**src/rtl/neuron_layer_train_sched.sv**
```systemverilog
// Sample/epoch sequencer for one neuron_learn layer: fetch, forward strobe,
// settle + capture, optional learn strobe, advance counters, done pulse.
module neuron_layer_train_sched #(
    parameter int BATCH         = 32,
    parameter int NUM_EPOCHS    = 16,
    parameter int SETTLE_CYCLES = 2,
    parameter int LEARN_CYCLES  = 1,
    parameter int SW            = $clog2(BATCH + 1),
    parameter int EW            = $clog2(NUM_EPOCHS + 1)
) (
    input  logic          clock,
    input  logic          reset_n,
    input  logic          start,
    input  logic          infer_only,
    input  logic          abort,
    input  logic          sample_valid,
    output logic          sample_ready,
    output logic          layer_valid,
    output logic          layer_learn,
    output logic          capture_out,
    output logic          busy,
    output logic          done,
    output logic [SW-1:0] sample_idx,
    output logic [EW-1:0] epoch_idx
);

    localparam int TMAX = (SETTLE_CYCLES > LEARN_CYCLES) ?
                          SETTLE_CYCLES : LEARN_CYCLES;
    localparam int TW = (TMAX > 1) ? $clog2(TMAX) : 1;

    localparam logic [TW-1:0] T_SET  = TW'(SETTLE_CYCLES - 1);
    localparam logic [TW-1:0] T_LRN  = TW'(LEARN_CYCLES - 1);
    localparam logic [SW-1:0] S_LAST = SW'(BATCH - 1);
    localparam logic [EW-1:0] E_LAST = EW'(NUM_EPOCHS - 1);

    typedef enum logic [2:0] {
        IDLE, FETCH, FWD, SETTLE, LEARN, NEXT, DONE
    } state_t;

    state_t        state, state_n;
    logic [TW-1:0] timer, timer_n;
    logic          infer_q, infer_n;
    logic [SW-1:0] sidx_n;
    logic [EW-1:0] eidx_n;
    logic          ready_n, valid_n, learn_n;
    logic          cap_n, busy_n, done_n;

    always_ff @(posedge clock) begin
        if (!reset_n) begin
            state        <= IDLE;
            timer        <= '0;
            infer_q      <= 1'b0;
            sample_idx   <= '0;
            epoch_idx    <= '0;
            sample_ready <= 1'b0;
            layer_valid  <= 1'b0;
            layer_learn  <= 1'b0;
            capture_out  <= 1'b0;
            busy         <= 1'b0;
            done         <= 1'b0;
        end else begin
            state        <= state_n;
            timer        <= timer_n;
            infer_q      <= infer_n;
            sample_idx   <= sidx_n;
            epoch_idx    <= eidx_n;
            sample_ready <= ready_n;
            layer_valid  <= valid_n;
            layer_learn  <= learn_n;
            capture_out  <= cap_n;
            busy         <= busy_n;
            done         <= done_n;
        end
    end

    // abort overrides every transition; counters are left for debug
    always_comb begin
        state_n = state;
        timer_n = timer;
        infer_n = infer_q;
        sidx_n  = sample_idx;
        eidx_n  = epoch_idx;
        if (abort) begin
            state_n = IDLE;
        end else begin
            unique case (state)
                IDLE: if (start) begin
                    state_n = FETCH;
                    infer_n = infer_only;
                    sidx_n  = '0;
                    eidx_n  = '0;
                end
                FETCH: if (sample_valid && sample_ready) begin
                    state_n = FWD;
                end
                FWD: begin
                    state_n = SETTLE;
                    timer_n = T_SET;
                end
                SETTLE: if (timer == '0) begin
                    state_n = infer_q ? NEXT : LEARN;
                    timer_n = T_LRN;
                end else begin
                    timer_n = timer - TW'(1);
                end
                LEARN: if (timer == '0) begin
                    state_n = NEXT;
                end else begin
                    timer_n = timer - TW'(1);
                end
                NEXT: if (sample_idx < S_LAST) begin
                    sidx_n  = sample_idx + SW'(1);
                    state_n = FETCH;
                end else begin
                    sidx_n = '0;
                    if (epoch_idx < E_LAST) begin
                        eidx_n  = epoch_idx + EW'(1);
                        state_n = FETCH;
                    end else begin
                        state_n = DONE;
                    end
                end
                DONE:    state_n = IDLE;
                default: state_n = IDLE;
            endcase
        end
    end

    // outputs decoded from the upcoming state so they leave a register
    always_comb begin
        ready_n = (state_n == FETCH);
        valid_n = (state_n == FWD);
        learn_n = (state_n == LEARN);
        cap_n   = (state_n == SETTLE) && (timer_n == '0);
        busy_n  = (state_n != IDLE);
        done_n  = (state_n == DONE);
    end

endmodule

```
**config.mk**
```make
export PLATFORM = sky130hd
export DESIGN_NAME = neuron_layer_train_sched
export DESIGN_NICKNAME = d
export VERILOG_FILES = /design/src/rtl/neuron_layer_train_sched.sv
export SDC_FILE = /design/constraint.sdc
export NUM_CORES = 1
export LEC_CHECK = 0
export ABC_AREA = 1
export ABC_CLOCK_PERIOD_IN_PS = 1300
export BUFFER_PORTS_ARGS = -buffer_cell sky130_fd_sc_hd__buf_2
export CAP_MARGIN = 20
export CORE_AREA = 2 2 53 55
export CTS_BUF_LIST = sky130_fd_sc_hd__clkbuf_8
export DETAILED_ROUTE_END_ITERATION = 8
export DIE_AREA = 0 0 55 57
export PLACE_DENSITY = 0.67
export SLEW_MARGIN = 20
export SYNTH_ARGS = -nofsm -noshare
export SYNTH_HDL_FRONTEND = slang
export SYNTH_SLANG_ARGS = --single-unit
```
**constraint.sdc**
```tcl
create_clock -name clock -period 1.3 [get_ports clock]
set_clock_uncertainty 0.15 [all_clocks]
set_input_delay 0.325 -clock clock [delete_from_list [all_inputs] [get_ports clock]]
set_output_delay 0.325 -clock clock [all_outputs]
set_load 0.01 [all_outputs]
```
==> metrics.cfg <==
[timing]
setup_violations=25
clock.fmax_mhz=670
period_share_pct=115
whs_ns=0.183
tns_ns=-2.85
rsz0062_at_grt=true
period_minus_slack_ns=1.49
slew_violations=0
relSlewSlack_pct=77.1
setup_slack_ns=-0.193
worst_pin_slew_ns=0.343
hold_violations=0

[die]
ios=23
initial_core_util_pct=41.6
dieArea_sq_um=3140
core_sq_um=2620
die_y_microns=57
die_w_microns=55
placementRows=19

[logic_synthesis]
synth_cells=155
syn_nets=163
ys_warn_count=0
syn_area_sq_um=1090
ys_types=25
avgSynthCellArea_sq_um=7.01
synth-seq-cells=22
ys_seq_area_share_pct=40.5

[finish]
largest_reg_flops=6
fin_nets=227
diodes=0
drive_above_1_share_pct=58.7
area_delta_synth_final_pct=80.2
largest-register=sample_idx
nFillCells=181
top_regs=sample_idx: 6 flops, epoch_idx: 5 flops, state: 3 flops
finalNonFillerCells=249

[place]
port_buffers=22
dpl.hpwl_mm=2.04
place_congestion=0.817
dp_cells=228
pre_cts_slack_ns=-0.225

[cts]
clk_latency_ns=0.27
cts_sinks=22
clockRootBuffer=clkbuf_8
clockBufferDepth=2
numCtsBuffers=3
clkTransAtPathRegs_ns=0.08
cts_tree=built
cts_hold_buf=0
cts.htree.levels=1

[detailed_routing]
vias=1288
firstDrtPassIters=4
wl_mm=3.64
ant_nets=0
drt-initial-drc-count=44
drc=0
wl_per_cell_microns=14.6
viasPerCell=5.17

[critical_path]
cp-start-kind=register
cp_data_required_time_ns=1.32
worstPathArrival_ns=1.51
critical_path_class=reg2reg
endpoint_kind=register
cp_max_fo=6

[pwr]
power_density_nw_per_um2=775
irDropWorstVdd_v=0.00112
leakage_nw=0.883

[grt]
grt_pass1_wl_mm=5.26
grt_max_degree=14
antenna_found_initial=0
grt_pass1_vias=1181
grtUsageTotal_pct=23.3
globalRouteOverflowTotal=0

[status]
status=complete, but fails checks
violations=setup timing

[min_path]
min_path_type=in2reg

[run]
drv_cap=0

==> final cells by class <==
class	instances	area [sq um]	share of cell area [%]
Timing Repair Buffer	62	529	27.0
Sequential cell	22	468	23.9
Clock buffer	3	41.3	2.11
Inverter	17	73.8	3.77
Clock inverter	1	30.0	1.53
Tap cell	31	38.8	1.98
Multi-Input combinational cell	113	778	39.7
==> where the power goes <==
| group | total, mW | internal (mW) | leakage (nW) | switching [mW] |
|---|---|---|---|---|
| combinational | 0.187 | 0.0819 | 0.662 | 0.105 |
| clock | 0.646 | 0.412 | 0.0357 | 0.234 |
| sequential | 0.685 | 0.676 | 0.186 | 0.00955 |
==> worst max-delay path, stage by stage (launching register included) <==
cell and delay [ns]:
dfxtp_4 0.39, inv_4 0.06, nand2_4 0.05, nor2_4 0.22, nand3_4 0.16, nand3_4 0.16
nor2_1 0.06, nor2_1 0.09, nor2_1 0.04
==> what timing repair did <==
| action | 4_1_cts | 5_1_grt |
|---|---|---|
| pin swaps | 12 | 15 |
| gates resized for setup | 45 | 33 |
| setup buffers | 10 | 7 |
| endpoints found under the setup margin | 29 | 31 |
==> logic make-up (layout without fill, tap and decap cells) <==
family	count (synthesis)	count (layout)	synth area share, %
simple gates	94	94	40.3
flops	22	22	40.5
buf+inv	20	83	7.94
compound gates	15	15	7.36
fa+ha+maj	2	2	2.30
xor+xnor	2	2	1.61
==> per-stage QoR <==
stage               total power, mW  util, %  area [sq um]
floorplan                     0.777        -          1140
detailed placement            0.825     54.9          1440
finish                         1.52     74.9          1960
CTS                            1.47     67.4          1760
global placement              0.821     54.9          1440
global route                   1.57     74.9          1960
==> layout by cell type (no fill, tap or decap), drive strengths merged <==
cell,count
a21oi,11
and3,2
buf,62
bufinv,1
clkbuf,3
dfxtp,22
ha,2
inv,17
nand2,40
nand3,20
nand4,6
nor2,24
nor3,2
o21a,1
o21ai,2
o21bai,1
xnor2,1
xor2,1
==> routing by layer <==
metal / vias up / GRT usage, % / routed length, microns
met2: 37 / 40.0 / 1980
met1: 616 / 28.3 / 1450
met5: - / 0 / 0
met4: 0 / 10.1 / 70
li1: 628 / - / -
met3: 7 / 2.88 / 133
==> Yosys cell counts <==
cell	number	share of area [%]
a21oi_1	11	5.1
nand2_2	1	0.58
nand3_2	4	3.7
dfxtp_1	22	41
nand2_1	39	13
nand4_1	6	3.5
o21ai_0	1	0.46
xnor2_1	1	0.81
nand3_1	16	7.4
o21ai_1	1	0.46
buf_4	1	0.69
o21bai_1	1	0.69
inv_2	3	1.0
nor3_2	1	0.92
nor2_1	22	7.6
nor2_4	1	1.0
ha_1	2	2.3
nor2_2	1	0.58
xor2_1	1	0.81
o21a_1	1	0.69
clkbuf_1	1	0.34
inv_1	14	4.8
buf_6	1	1.0
and3_1	2	1.2
nor3_1	1	0.46
==> final timing paths <==
check,slack [ns],cells after the start,from,to
min,0.18,3,infer_only,infer_q
min reg2reg,0.31,2,infer_q,infer_q
max reg2reg,-0.19,8,state[1],epoch_idx[3]
max,-0.19,8,state[1],epoch_idx[3]
Power figures use the tool's default switching activity.
